$ cat src/rtl/drc_arb_pkg.sv
// Shared widths and request payload types for the DRC request arbiter.
package drc_arb_pkg;

  localparam int ADDR_W = 24;
  localparam int DATA_W = 272;
  localparam int SYN_W  = 32;
  localparam int ERR_W  = 8;

  typedef struct packed {
    logic              we;
    logic [ADDR_W-1:0] addr;
    logic [DATA_W-1:0] data;
  } host_req_t;

  typedef struct packed {
    logic [ADDR_W-1:0] addr;
    logic [SYN_W-1:0]  syndrome;
    logic [DATA_W-1:0] data;
    logic [ERR_W-1:0]  err;
  } ecc_req_t;

endpackage

$ cat src/rtl/drc_req_arbiter_if.sv
// Host/ECC request inputs and DRC-facing issue outputs of the arbiter.
// DRC_ARB_STATS_EN adds the three grant/stall counter outputs.
interface drc_req_arbiter_if import drc_arb_pkg::*; #(
  parameter int ADDR_SIZE = ADDR_W
) ();
  logic                 host_valid_i;
  logic                 host_ready_o;
  logic                 host_we_i;
  logic [ADDR_SIZE-1:0] host_addr_i;
  logic [DATA_W-1:0]    host_data_i;
  logic                 ecc_valid_i;
  logic                 ecc_ready_o;
  logic [ADDR_SIZE-1:0] ecc_addr_i;
  logic [SYN_W-1:0]     ecc_syndrome_i;
  logic [DATA_W-1:0]    ecc_data_i;
  logic [ERR_W-1:0]     ecc_err_i;
  logic [ADDR_SIZE-1:0] addr_o;
  logic                 host_valid_o;
  logic                 host_we_o;
  logic [DATA_W-1:0]    host_data_o;
  logic                 ecc_valid_o;
  logic [SYN_W-1:0]     ecc_syndrome_o;
  logic [DATA_W-1:0]    ecc_data_o;
  logic [ERR_W-1:0]     ecc_err_o;
  logic                 hazard_stall_o;
`ifdef DRC_ARB_STATS_EN
  logic [31:0]          host_grant_cnt_o;
  logic [31:0]          ecc_grant_cnt_o;
  logic [31:0]          stall_cnt_o;
`endif

  modport slave (
    input  host_valid_i, host_we_i, host_addr_i, host_data_i,
    input  ecc_valid_i, ecc_addr_i, ecc_syndrome_i, ecc_data_i, ecc_err_i,
    output host_ready_o, ecc_ready_o,
    output addr_o, host_valid_o, host_we_o, host_data_o,
    output ecc_valid_o, ecc_syndrome_o, ecc_data_o, ecc_err_o,
    output hazard_stall_o
`ifdef DRC_ARB_STATS_EN
    , output host_grant_cnt_o, ecc_grant_cnt_o, stall_cnt_o
`endif
  );

  modport master (
    output host_valid_i, host_we_i, host_addr_i, host_data_i,
    output ecc_valid_i, ecc_addr_i, ecc_syndrome_i, ecc_data_i, ecc_err_i,
    input  host_ready_o, ecc_ready_o,
    input  addr_o, host_valid_o, host_we_o, host_data_o,
    input  ecc_valid_o, ecc_syndrome_o, ecc_data_o, ecc_err_o,
    input  hazard_stall_o
`ifdef DRC_ARB_STATS_EN
    , input host_grant_cnt_o, ecc_grant_cnt_o, stall_cnt_o
`endif
  );

endinterface

$ cat src/rtl/drc_arb_fifo.sv
// Small synchronous FIFO, pointer based with a wrap bit to tell full from empty.
module drc_arb_fifo #(
  parameter type T     = logic,
  parameter int  DEPTH = 4
) (
  input  logic clk,
  input  logic rst,
  input  logic push_i,
  input  T     din_i,
  input  logic pop_i,
  output T     dout_o,
  output logic full_o,
  output logic empty_o
);
  localparam int PW = $clog2(DEPTH);

  T             mem_q [DEPTH];
  logic [PW:0]  wr_q, wr_d, rd_q, rd_d;
  logic         wr_en, rd_en;

  assign full_o  = (wr_q[PW] != rd_q[PW]) && (wr_q[PW-1:0] == rd_q[PW-1:0]);
  assign empty_o = (wr_q == rd_q);
  assign dout_o  = mem_q[rd_q[PW-1:0]];

  always_comb begin
    wr_en = push_i && !full_o;
    rd_en = pop_i && !empty_o;
    wr_d  = wr_q + (PW+1)'(wr_en);
    rd_d  = rd_q + (PW+1)'(rd_en);
  end

  // Storage is not reset; clearing the pointers is enough to flush.
  always_ff @(posedge clk) begin
    if (wr_en) mem_q[wr_q[PW-1:0]] <= din_i;
  end

  always_ff @(posedge clk) begin
    if (rst) begin
      wr_q <= '0;
      rd_q <= '0;
    end else begin
      wr_q <= wr_d;
      rd_q <= rd_d;
    end
  end

endmodule

$ cat src/rtl/drc_req_arbiter.sv
// Buffers host requests and ECC reports, issues one per cycle to the DRC with
// ECC priority, bounded host starvation and a write-after-index hazard bubble.
// DRC_ARB_STATS_EN adds free-running host/ECC grant and stall counters.
module drc_req_arbiter import drc_arb_pkg::*; #(
  parameter int ADDR_SIZE  = ADDR_W,  // must not exceed ADDR_W
  parameter int IDX_SIZE   = 4,
  parameter int FIFO_DEPTH = 4,
  parameter int STARVE_MAX = 3
) (
  input logic             clk,
  input logic             rst,
  drc_req_arbiter_if.slave bus
);
  localparam int SW = $clog2(STARVE_MAX + 1);

  host_req_t host_din, host_head;
  ecc_req_t  ecc_din, ecc_head;
  logic      host_full, host_empty, host_pop;
  logic      ecc_full, ecc_empty, ecc_pop;

  assign host_din = '{we: bus.host_we_i, addr: ADDR_W'(bus.host_addr_i), data: bus.host_data_i};
  assign ecc_din  = '{addr: ADDR_W'(bus.ecc_addr_i), syndrome: bus.ecc_syndrome_i,
                      data: bus.ecc_data_i, err: bus.ecc_err_i};

  drc_arb_fifo #(.T(host_req_t), .DEPTH(FIFO_DEPTH)) u_host_fifo (
    .clk(clk), .rst(rst), .push_i(bus.host_valid_i), .din_i(host_din),
    .pop_i(host_pop), .dout_o(host_head), .full_o(host_full), .empty_o(host_empty)
  );

  drc_arb_fifo #(.T(ecc_req_t), .DEPTH(FIFO_DEPTH)) u_ecc_fifo (
    .clk(clk), .rst(rst), .push_i(bus.ecc_valid_i), .din_i(ecc_din),
    .pop_i(ecc_pop), .dout_o(ecc_head), .full_o(ecc_full), .empty_o(ecc_empty)
  );

  assign bus.host_ready_o = !host_full;
  assign bus.ecc_ready_o  = !ecc_full;

  logic                 host_valid_q, host_valid_d;
  logic                 ecc_valid_q, ecc_valid_d;
  logic                 stall_q, stall_d;
  logic [ADDR_SIZE-1:0] addr_q, addr_d;
  logic                 we_q, we_d;
  logic [DATA_W-1:0]    hdata_q, hdata_d;
  logic [SYN_W-1:0]     syn_q, syn_d;
  logic [DATA_W-1:0]    edata_q, edata_d;
  logic [ERR_W-1:0]     err_q, err_d;
  logic [SW-1:0]        starve_q, starve_d;
  logic                 last_wr_q, last_wr_d;
  logic [IDX_SIZE-1:0]  last_idx_q, last_idx_d;

  logic                 pick_host, any_req, hazard;
  logic [ADDR_SIZE-1:0] host_addr, ecc_addr;
  logic [IDX_SIZE-1:0]  cand_idx;

  always_comb begin
    host_addr = ADDR_SIZE'(host_head.addr);
    ecc_addr  = ADDR_SIZE'(ecc_head.addr);
    any_req   = !host_empty || !ecc_empty;
    pick_host = !host_empty && (ecc_empty || starve_q == SW'(STARVE_MAX));
    cand_idx  = pick_host ? host_addr[IDX_SIZE-1:0] : ecc_addr[IDX_SIZE-1:0];
    hazard    = any_req && last_wr_q && (cand_idx == last_idx_q);

    host_valid_d = 1'b0;
    ecc_valid_d  = 1'b0;
    stall_d      = 1'b0;
    addr_d       = addr_q;
    we_d         = we_q;
    hdata_d      = hdata_q;
    syn_d        = syn_q;
    edata_d      = edata_q;
    err_d        = err_q;
    starve_d     = starve_q;
    last_wr_d    = 1'b0;
    last_idx_d   = last_idx_q;
    host_pop     = 1'b0;
    ecc_pop      = 1'b0;

    if (!any_req) begin
      starve_d = '0;
    end else if (hazard) begin
      // Bubble: nothing popped, starve count held, hazard record consumed.
      stall_d = 1'b1;
    end else if (pick_host) begin
      host_pop     = 1'b1;
      host_valid_d = 1'b1;
      addr_d       = host_addr;
      we_d         = host_head.we;
      hdata_d      = host_head.data;
      starve_d     = '0;
      last_wr_d    = host_head.we;
      last_idx_d   = host_addr[IDX_SIZE-1:0];
    end else begin
      ecc_pop     = 1'b1;
      ecc_valid_d = 1'b1;
      addr_d      = ecc_addr;
      syn_d       = ecc_head.syndrome;
      edata_d     = ecc_head.data;
      err_d       = ecc_head.err;
      last_wr_d   = 1'b1;
      last_idx_d  = ecc_addr[IDX_SIZE-1:0];
      if (host_empty)                         starve_d = '0;
      else if (starve_q != SW'(STARVE_MAX))   starve_d = starve_q + SW'(1);
    end
  end

  always_ff @(posedge clk) begin
    if (rst) begin
      host_valid_q <= 1'b0;
      ecc_valid_q  <= 1'b0;
      stall_q      <= 1'b0;
      addr_q       <= '0;
      we_q         <= 1'b0;
      hdata_q      <= '0;
      syn_q        <= '0;
      edata_q      <= '0;
      err_q        <= '0;
      starve_q     <= '0;
      last_wr_q    <= 1'b0;
      last_idx_q   <= '0;
    end else begin
      host_valid_q <= host_valid_d;
      ecc_valid_q  <= ecc_valid_d;
      stall_q      <= stall_d;
      addr_q       <= addr_d;
      we_q         <= we_d;
      hdata_q      <= hdata_d;
      syn_q        <= syn_d;
      edata_q      <= edata_d;
      err_q        <= err_d;
      starve_q     <= starve_d;
      last_wr_q    <= last_wr_d;
      last_idx_q   <= last_idx_d;
    end
  end

  assign bus.addr_o         = addr_q;
  assign bus.host_valid_o   = host_valid_q;
  assign bus.host_we_o      = we_q;
  assign bus.host_data_o    = hdata_q;
  assign bus.ecc_valid_o    = ecc_valid_q;
  assign bus.ecc_syndrome_o = syn_q;
  assign bus.ecc_data_o     = edata_q;
  assign bus.ecc_err_o      = err_q;
  assign bus.hazard_stall_o = stall_q;

`ifdef DRC_ARB_STATS_EN
  logic [31:0] hcnt_q, hcnt_d, ecnt_q, ecnt_d, scnt_q, scnt_d;

  always_comb begin
    hcnt_d = hcnt_q + 32'(host_valid_d);
    ecnt_d = ecnt_q + 32'(ecc_valid_d);
    scnt_d = scnt_q + 32'(stall_d);
  end

  always_ff @(posedge clk) begin
    if (rst) begin
      hcnt_q <= '0;
      ecnt_q <= '0;
      scnt_q <= '0;
    end else begin
      hcnt_q <= hcnt_d;
      ecnt_q <= ecnt_d;
      scnt_q <= scnt_d;
    end
  end

  assign bus.host_grant_cnt_o = hcnt_q;
  assign bus.ecc_grant_cnt_o  = ecnt_q;
  assign bus.stall_cnt_o      = scnt_q;
`endif

endmodule

$ cat src/flat_wrapper.sv
// flat-port wrapper written by rule: the top's interface ports become plain ports
module drc_req_arbiter_flat import drc_arb_pkg::*;
#(
  parameter int ADDR_SIZE  = ADDR_W,                           
  parameter int IDX_SIZE   = 4,
  parameter int FIFO_DEPTH = 4,
  parameter int STARVE_MAX = 3
)
  (clk, rst, bus_host_valid_i, bus_host_we_i, bus_host_addr_i, bus_host_data_i, bus_ecc_valid_i, bus_ecc_addr_i, bus_ecc_syndrome_i, bus_ecc_data_i, bus_ecc_err_i, bus_host_ready_o, bus_ecc_ready_o, bus_addr_o, bus_host_valid_o, bus_host_we_o, bus_host_data_o, bus_ecc_valid_o, bus_ecc_syndrome_o, bus_ecc_data_o, bus_ecc_err_o, bus_hazard_stall_o);
  drc_req_arbiter_if #(.ADDR_SIZE(ADDR_SIZE)) bus_i ();
  input logic clk;
  input logic rst;
  input wire logic [$bits(bus_i.host_valid_i)-1:0] bus_host_valid_i;
  input wire logic [$bits(bus_i.host_we_i)-1:0] bus_host_we_i;
  input wire logic [$bits(bus_i.host_addr_i)-1:0] bus_host_addr_i;
  input wire logic [$bits(bus_i.host_data_i)-1:0] bus_host_data_i;
  input wire logic [$bits(bus_i.ecc_valid_i)-1:0] bus_ecc_valid_i;
  input wire logic [$bits(bus_i.ecc_addr_i)-1:0] bus_ecc_addr_i;
  input wire logic [$bits(bus_i.ecc_syndrome_i)-1:0] bus_ecc_syndrome_i;
  input wire logic [$bits(bus_i.ecc_data_i)-1:0] bus_ecc_data_i;
  input wire logic [$bits(bus_i.ecc_err_i)-1:0] bus_ecc_err_i;
  output wire logic [$bits(bus_i.host_ready_o)-1:0] bus_host_ready_o;
  output wire logic [$bits(bus_i.ecc_ready_o)-1:0] bus_ecc_ready_o;
  output wire logic [$bits(bus_i.addr_o)-1:0] bus_addr_o;
  output wire logic [$bits(bus_i.host_valid_o)-1:0] bus_host_valid_o;
  output wire logic [$bits(bus_i.host_we_o)-1:0] bus_host_we_o;
  output wire logic [$bits(bus_i.host_data_o)-1:0] bus_host_data_o;
  output wire logic [$bits(bus_i.ecc_valid_o)-1:0] bus_ecc_valid_o;
  output wire logic [$bits(bus_i.ecc_syndrome_o)-1:0] bus_ecc_syndrome_o;
  output wire logic [$bits(bus_i.ecc_data_o)-1:0] bus_ecc_data_o;
  output wire logic [$bits(bus_i.ecc_err_o)-1:0] bus_ecc_err_o;
  output wire logic [$bits(bus_i.hazard_stall_o)-1:0] bus_hazard_stall_o;
  assign bus_i.host_valid_i = bus_host_valid_i;
  assign bus_i.host_we_i = bus_host_we_i;
  assign bus_i.host_addr_i = bus_host_addr_i;
  assign bus_i.host_data_i = bus_host_data_i;
  assign bus_i.ecc_valid_i = bus_ecc_valid_i;
  assign bus_i.ecc_addr_i = bus_ecc_addr_i;
  assign bus_i.ecc_syndrome_i = bus_ecc_syndrome_i;
  assign bus_i.ecc_data_i = bus_ecc_data_i;
  assign bus_i.ecc_err_i = bus_ecc_err_i;
  assign bus_host_ready_o = bus_i.host_ready_o;
  assign bus_ecc_ready_o = bus_i.ecc_ready_o;
  assign bus_addr_o = bus_i.addr_o;
  assign bus_host_valid_o = bus_i.host_valid_o;
  assign bus_host_we_o = bus_i.host_we_o;
  assign bus_host_data_o = bus_i.host_data_o;
  assign bus_ecc_valid_o = bus_i.ecc_valid_o;
  assign bus_ecc_syndrome_o = bus_i.ecc_syndrome_o;
  assign bus_ecc_data_o = bus_i.ecc_data_o;
  assign bus_ecc_err_o = bus_i.ecc_err_o;
  assign bus_hazard_stall_o = bus_i.hazard_stall_o;
  drc_req_arbiter #(.ADDR_SIZE(ADDR_SIZE), .IDX_SIZE(IDX_SIZE), .FIFO_DEPTH(FIFO_DEPTH), .STARVE_MAX(STARVE_MAX)) u_core (.clk(clk), .rst(rst), .bus(bus_i));
endmodule
$ cat config.mk
export PLATFORM = sky130hd
export DESIGN_NAME = drc_req_arbiter_flat
export DESIGN_NICKNAME = d
export VERILOG_FILES = /design/src/rtl/drc_arb_pkg.sv /design/src/rtl/drc_req_arbiter_if.sv /design/src/rtl/drc_arb_fifo.sv /design/src/rtl/drc_req_arbiter.sv /design/src/flat_wrapper.sv
export SDC_FILE = /design/constraint.sdc
export NUM_CORES = 2
export LEC_CHECK = 0
export BUFFER_PORTS_ARGS = -buffer_cell sky130_fd_sc_hd__buf_4
export CORE_UTILIZATION = 40
export CTS_BUF_LIST = sky130_fd_sc_hd__clkbuf_4
export CTS_CLUSTER_DIAMETER = 100
export DETAILED_ROUTE_END_ITERATION = 10
export HOLD_SLACK_MARGIN = 0.12
export MAX_ROUTING_LAYER = met4
export PLACE_DENSITY_LB_ADDON = 0.05
export SLEW_MARGIN = 15
export SYNTH_ARGS = -nofsm -noshare
export SYNTH_HDL_FRONTEND = slang
export SYNTH_SLANG_ARGS = --single-unit
$ cat constraint.sdc
create_clock -name clk -period 74.2 [get_ports clk]
set_clock_uncertainty 0.2 [all_clocks]
set_input_delay 11.13 -clock clk [delete_from_list [all_inputs] [get_ports clk]]
set_output_delay 11.13 -clock clk [all_outputs]
set_load 0.005 [all_outputs]
* Word-level counts from Yosys, hierarchy flattened
Memory sizes are Yosys's and may differ from the RTL's. A register that Yosys moved wholly into a read port is not among the register bits.
Cells that the tools add are included.
** Operators by class
- $add $sub $neg :: 5
- Equality and inequality tests :: 9
- Muxes and demuxes :: 19
- Bitwise operators :: 3
- Reductions and logical operators :: 22
** Operator list (number)
- $mux W24 :: 1
- $add A3 B1 Y3 :: 4
- $mux W1 :: 12
- $mux W2 :: 5
- $logic_and A1 B1 Y1 :: 9
- $eq A3 B3 Y1 :: 2
- $reduce_and A3 Y1 :: 2
- $eq A2 B2 Y1 :: 2
- $eq A4 B4 Y1 :: 1
- $logic_not A1 Y1 :: 4
- $mux W4 :: 1
- $reduce_and A2 Y1 :: 2
- $not A1 Y1 :: 3
- $reduce_bool A3 Y1 :: 1
- $reduce_or A3 Y1 :: 1
- $add A2 B1 Y2 const B :: 1
- $eq A2 B2 Y1 const B :: 1
- $logic_or A1 B1 Y1 :: 2
- $ne A1 B1 Y1 :: 2
- $ne A2 B2 Y1 const B :: 1
- $reduce_or A2 Y1 :: 1
** Storage, ports and cells
- Register bits :: 631
- Memory bits (writable) :: 2532
- Input bits :: 637
- Output and inout bits :: 614
- Logic and storage cells :: 76
- Memories :: 2
** Memory list
- u_core.u_ecc_fifo.mem_q :: depth 4, bits a word 336, rd ports 1, clocked after Yosys merged registers in 1, write ports 1, RTL line drc_arb_fifo.sv:17 : T mem_q [DEPTH];
- u_core.u_host_fifo.mem_q :: depth 4, bits a word 297, rd ports 1, clocked after Yosys merged registers in 1, write ports 1, RTL line drc_arb_fifo.sv:17

* Depth between registers and ports, before layout
- Depth after elaboration :: 11
- Gate-level depth with buffers :: 16
- Mapped depth without buffers :: 12

* By module
A second synthesis with hierarchy kept.
** Unflattened totals
- Cells, all modules :: 6819
- Area total of the unflattened synthesis :: 120855.9 sq um
** By module, submodules not included
- drc_arb_fifo (u_core.u_ecc_fifo) :: instances 1, cells each 1793, area each 49197.2 sq um, sequential area each 40478.8 sq um
- drc_arb_fifo (u_core.u_host_fifo) :: instances 1, cells each 1587, area each 43116.4 sq um, sequential area each 35794.3 sq um
- drc_req_arbiter :: instances 1, cells each 3439, area each 28542.4 sq um, sequential area each 12311.8 sq um

* Worst setup path after synthesis
OpenSTA, ideal clock, no wires.
- Path type :: input port to flip-flop
- From :: input bus_ecc_valid_i
- To :: memory u_core.u_ecc_fifo.mem_q[0][0] (netlist bit), enable pin
- Library setup time :: 1.514 ns
- Arrival :: 35.588 ns
- Required time :: 72.486 ns
- Slack :: 36.898 ns
- Stages :: 2
- Buffers on the path :: 0
- Cell sequence :: and2_0 > nor3b_1
** On the way
- Word-level cells in the longest chain between the ends :: 3
** RTL lines
- start, declared :: RTL line flat_wrapper.sv:17 : input wire logic [$bits(bus_i.ecc_valid_i)-1:0] bus_ecc_valid_i;
- $logic_and A1 B1 Y1 :: RTL line drc_arb_fifo.sv:26 : wr_en = push_i && !full_o;
- $mux W1 :: RTL line drc_arb_fifo.sv:34 : if (wr_en) mem_q[wr_q[PW-1:0]] <= din_i;
- $mux W1 (not written as such) :: RTL line drc_arb_fifo.sv:34
- end, declared :: RTL line drc_arb_fifo.sv:17
Every way passes these cells.

* Worst setup path in the final report
- From :: register u_core.u_ecc_fifo.rd_q[1]
- To :: output bus_ecc_ready_o
** On the way
- Word-level cells in the longest chain between the ends :: 3
** RTL lines
- start, declared :: RTL line drc_arb_fifo.sv:18 : logic [PW:0] wr_q, wr_d, rd_q, rd_d;
- start signal, assigned :: RTL line drc_arb_fifo.sv:43 : rd_q <= rd_d;
- $eq A2 B2 Y1 :: RTL line drc_arb_fifo.sv:21 : assign full_o = (wr_q[PW] != rd_q[PW]) && (wr_q[PW-1:0] == rd_q[PW-1:0]);
- $logic_and A1 B1 Y1 :: RTL line drc_arb_fifo.sv:21
- $logic_not A1 Y1 :: RTL line drc_req_arbiter.sv:36 : assign bus.ecc_ready_o = !ecc_full;
- end, declared :: RTL line flat_wrapper.sv:23 : output wire logic [$bits(bus_i.ecc_ready_o)-1:0] bus_ecc_ready_o;
Every way passes these cells.

==> results.toml <==
[setup_path]
cpPeakStageDelay_ps = 980
path_class = "reg2out"
end_kind = "output pin"
path_cells = "xor2_1 > nor2_1 > nand2_1 > buf_4"
r2r_slack_ps = 67190
timing.rr.start = "u_core.u_host_fifo.rd_q[0]$_SDFF_PP0_"
critPathArrivalTime_ps = 3240
path_max_fanout = 57
reg2reg_to = "u_core.bus.host_data_o[166]$_SDFFE_PP0P_"
r2r_cells = 11
cp_slowest_cell = "dfxtp_4"
cp.required_ps = 62870
cp-start-kind = "register"

[placed_design]
gp_congestion = 0.773
place_area_mm2 = 0.133
io_buffers = 1250
hpwl_um = 193000

[synthesis]
synth_area_leaders = "edfxtp_1 64%, mux4_2 12%, dfxtp_1 11%, nand2b_1 6.2%, mux2i_1 4.9%"
yosys.area.top_type = "edfxtp_1"
synth_fp_nets = 6748
syn_area_per_cell_um2 = 19.5
yosysSeqAreaShare_pct = 74.3
syn_inst = 6102
ys_ff_latch = 3159
synth_cell_types = 46
synth-async-reset-ratio_pct = 0
yosysTopAreaCellShare_pct = 63.8
syn_area_mm2 = 0.119
yosysWarnings = 0
synth_flop_cell = "edfxtp_1"
synth-edff-count = 2532

[layout]
nets = 8554
final-seq-area_mm2 = 0.0886
final_area_mm2 = 0.144
num-fill-cells = 25726
mostFrequentLayoutCell = "edfxtp_1"
area_growth_pct = 21.0
multi_input_area_mm2 = 0.0287
layout_common_cells = "2,532 x edfxtp_1, 1,336 x clkbuf_4, 1,318 x buf_4"
drive_gt1_share_pct = 39.4

[pwr]
powerDensity_mw_per_mm2 = 36.2
p_int_w = 0.00366
leakagePower_nw = 52.0
clkPwrFrac_pct = 30.2
vdd_drop_max_mv = 0.0632
switching_share_pct = 30.0
fin_total_pwr_w = 0.00522
power_frac_seq_pct = 43.7
comb_power_share_pct = 26.1
p_switching_w = 0.00156

[timing]
tns_ps = 0
achievable-frequency_ghz = 0.0686
slew_viol_final = 0
post-route-period-util_pct = 19.6
slew_headroom_pct = 20.8
worst_pin_slew_ps = 1190
hold_viol = 0
setup-violations-final = 0
rsz0062_at_grt = "false"
min_period_ps = 14570

[hold_path]
hold_depth = 2
hold_path.class = "reg2reg"
min_to = "u_core.bus.addr_o[6]$_SDFFE_PP0P_"
hp-start = "u_core.bus.addr_o[6]$_SDFFE_PP0P_"

[grt]
grt_max_degree = 214
grt.overflow.total = 0
grt_pass1_vias = 64958
grt_pass1_wl_um = 449000
antenna_found_initial = 155
grt_usage_pct = 21.2

[clock_tree]
ctsResizeCount = 0
cts_made_buffers = 831
post_cts.repair.setup_buffers = 0
clock-root-buffer = "clkbuf_4"
clk_pin_slew_worst_paths_ps = 60
hold_buffers = 0
clk_latency_ps = 1540
cts_tree = "yes"
htree_levels = 6
clockBufferDepth = 4
numClockSinks = 3159

[die]
die_h_um = 548
rows = 200
dieArea_mm2 = 0.300
io_pins = 1251
die_x_um = 548
initial_core_util_pct = 40.2
core_area_mm2 = 0.297

[detailed_routing]
dr.pass1.iters = 7
num_vias = 62110
routedWlPerCell_um = 24.8
antenna_left = 0
via_per_inst = 4.89
wl_um = 315000
drc = 0
drtIter0Drc = 3451

[job]
drv_cap = 0

[status]
status = "completed"
[worst max path at each step]
stage	startpoint	cells past startpoint	slack [ps]	to
4_1_cts	u_core.u_ecc_fifo.rd_q[1]$_SDFF_PP0_	4	59240	bus_ecc_ready_o
6_report	u_core.u_ecc_fifo.rd_q[1]$_SDFF_PP0_	4	59630	bus_ecc_ready_o
2_1_floorplan	bus_ecc_valid_i	2	36900	u_core.u_ecc_fifo.mem_q[0][0]$_DFFE_PP_
5_1_grt	u_core.u_ecc_fifo.rd_q[1]$_SDFF_PP0_	4	59230	bus_ecc_ready_o
3_5_place_dp	rst	7	58700	u_core.bus.host_data_o[45]$_SDFFE_PP0P_
3_3_place_gp	rst	7	58850	u_core.bus.host_data_o[45]$_SDFFE_PP0P_
[through the flow]
step	instances	utilization, %	hold WS, ps	setup WS (ps)
finish	12689	48.6	273	59630
global route	12683	48.6	290	59230
CTS	12576	48.5	274	59240
detailed placement	11014	44.7	265	58700
global placement	11014	44.7	244	58850
floorplan	6102	-	235	36900
[Yosys cell counts, types with 2 or more instances]
library cell / number
nand4_1: 3
nand3_1: 5
o32ai_1: 2
and2_0: 2
o21ai_0: 2
buf_1: 94
dfxtp_1: 627
ha_1: 9
a311oi_1: 4
or3_1: 2
buf_2: 6
a211oi_1: 20
o21ai_1: 2
and2_1: 2
nand2b_1: 1172
edfxtp_1: 2532
and3_1: 2
buf_8: 3
nor4b_1: 2
mux2i_1: 585
xnor2_1: 4
mux4_2: 633
inv_1: 28
xor2_1: 6
a2111oi_0: 39
nor2b_1: 8
buf_6: 56
nor3_1: 5
clkbuf_1: 192
nand2_1: 13
buf_4: 9
nor2_1: 18
nor3b_1: 2
[state kept, by name, indices dropped and copies added, names as in the netlist]
name and cells:
u_core.starve_q 2, u_core.bus.ecc_data_o 272, u_core.bus.host_we_o 1, u_core.u_host_fifo.wr_q 3, u_core.bus.ecc_valid_o 1, u_core.u_ecc_fifo.wr_q 3, u_core.last_idx_q 3, u_core.u_host_fifo.rd_q 3
u_core.bus.ecc_err_o 8, u_core.bus.host_data_o 272, u_core.u_ecc_fifo.rd_q 3, u_core.last_wr_q 1, u_core.u_host_fifo.mem_q 1188, u_core.bus.host_valid_o 1, u_core.bus.addr_o 21, u_core.u_ecc_fifo.mem_q 1344
u_core.bus.hazard_stall_o 1, u_core.bus.ecc_syndrome_o 32
[routing by layer]
layer  part of all wire [%]  global-route usage (%)
met2                     49                    33.7
met1                     38                    23.7
met4                    2.8                    8.11
met5                      0                       -
met3                    9.5                    8.97
[cell type report]
cell class                      instances  share of cell area, %
Antenna cell                          113                  0.196
Clock buffer                         1336                   6.95
Clock inverter                        226                  0.956
Inverter                               28                 0.0729
Multi-Input combinational cell       2555                   19.9
Sequential cell                      3159                   61.4
Tap cell                             3939                   3.42
Timing Repair Buffer                 1333                   7.06
[logic make-up (layout without fill, tap and decap cells)]
family / after synthesis / after routing / share of synthesized area, %
multiplexers: 1218 / 1218 / 16.9
AND/OR/NAND/NOR: 1239 / 1239 / 6.44
other: 0 / 113 / 0
buffers and inverters: 388 / 2923 / 1.64
adder cells (fa/ha/maj): 9 / 9 / 0.0945
XOR/XNOR: 10 / 10 / 0.0735
flip-flops: 3159 / 3159 / 74.3
AO/OA/AOI/OAI: 79 / 79 / 0.550
[worst max-delay path, delay by kind of cell (launching register included)]
family / cells / cell delay [ps]
xor+xnor: 1 / 360
buf+inv: 1 / 170
flops: 1 / 980
simple gates: 2 / 160
[power by group through the flow]
stage | Clock (W) | Sequential (W) | Combinational [W]
after floorplan | 0 | 0.00234 | 0.000858
after global placement | 0 | 0.00231 | 0.00140
after detailed placement | 0 | 0.00232 | 0.00140
after CTS | 0.00164 | 0.00228 | 0.00141
after global routing | 0.00172 | 0.00231 | 0.00147
final | 0.00158 | 0.00228 | 0.00136
Power figures use the tool's default switching activity.
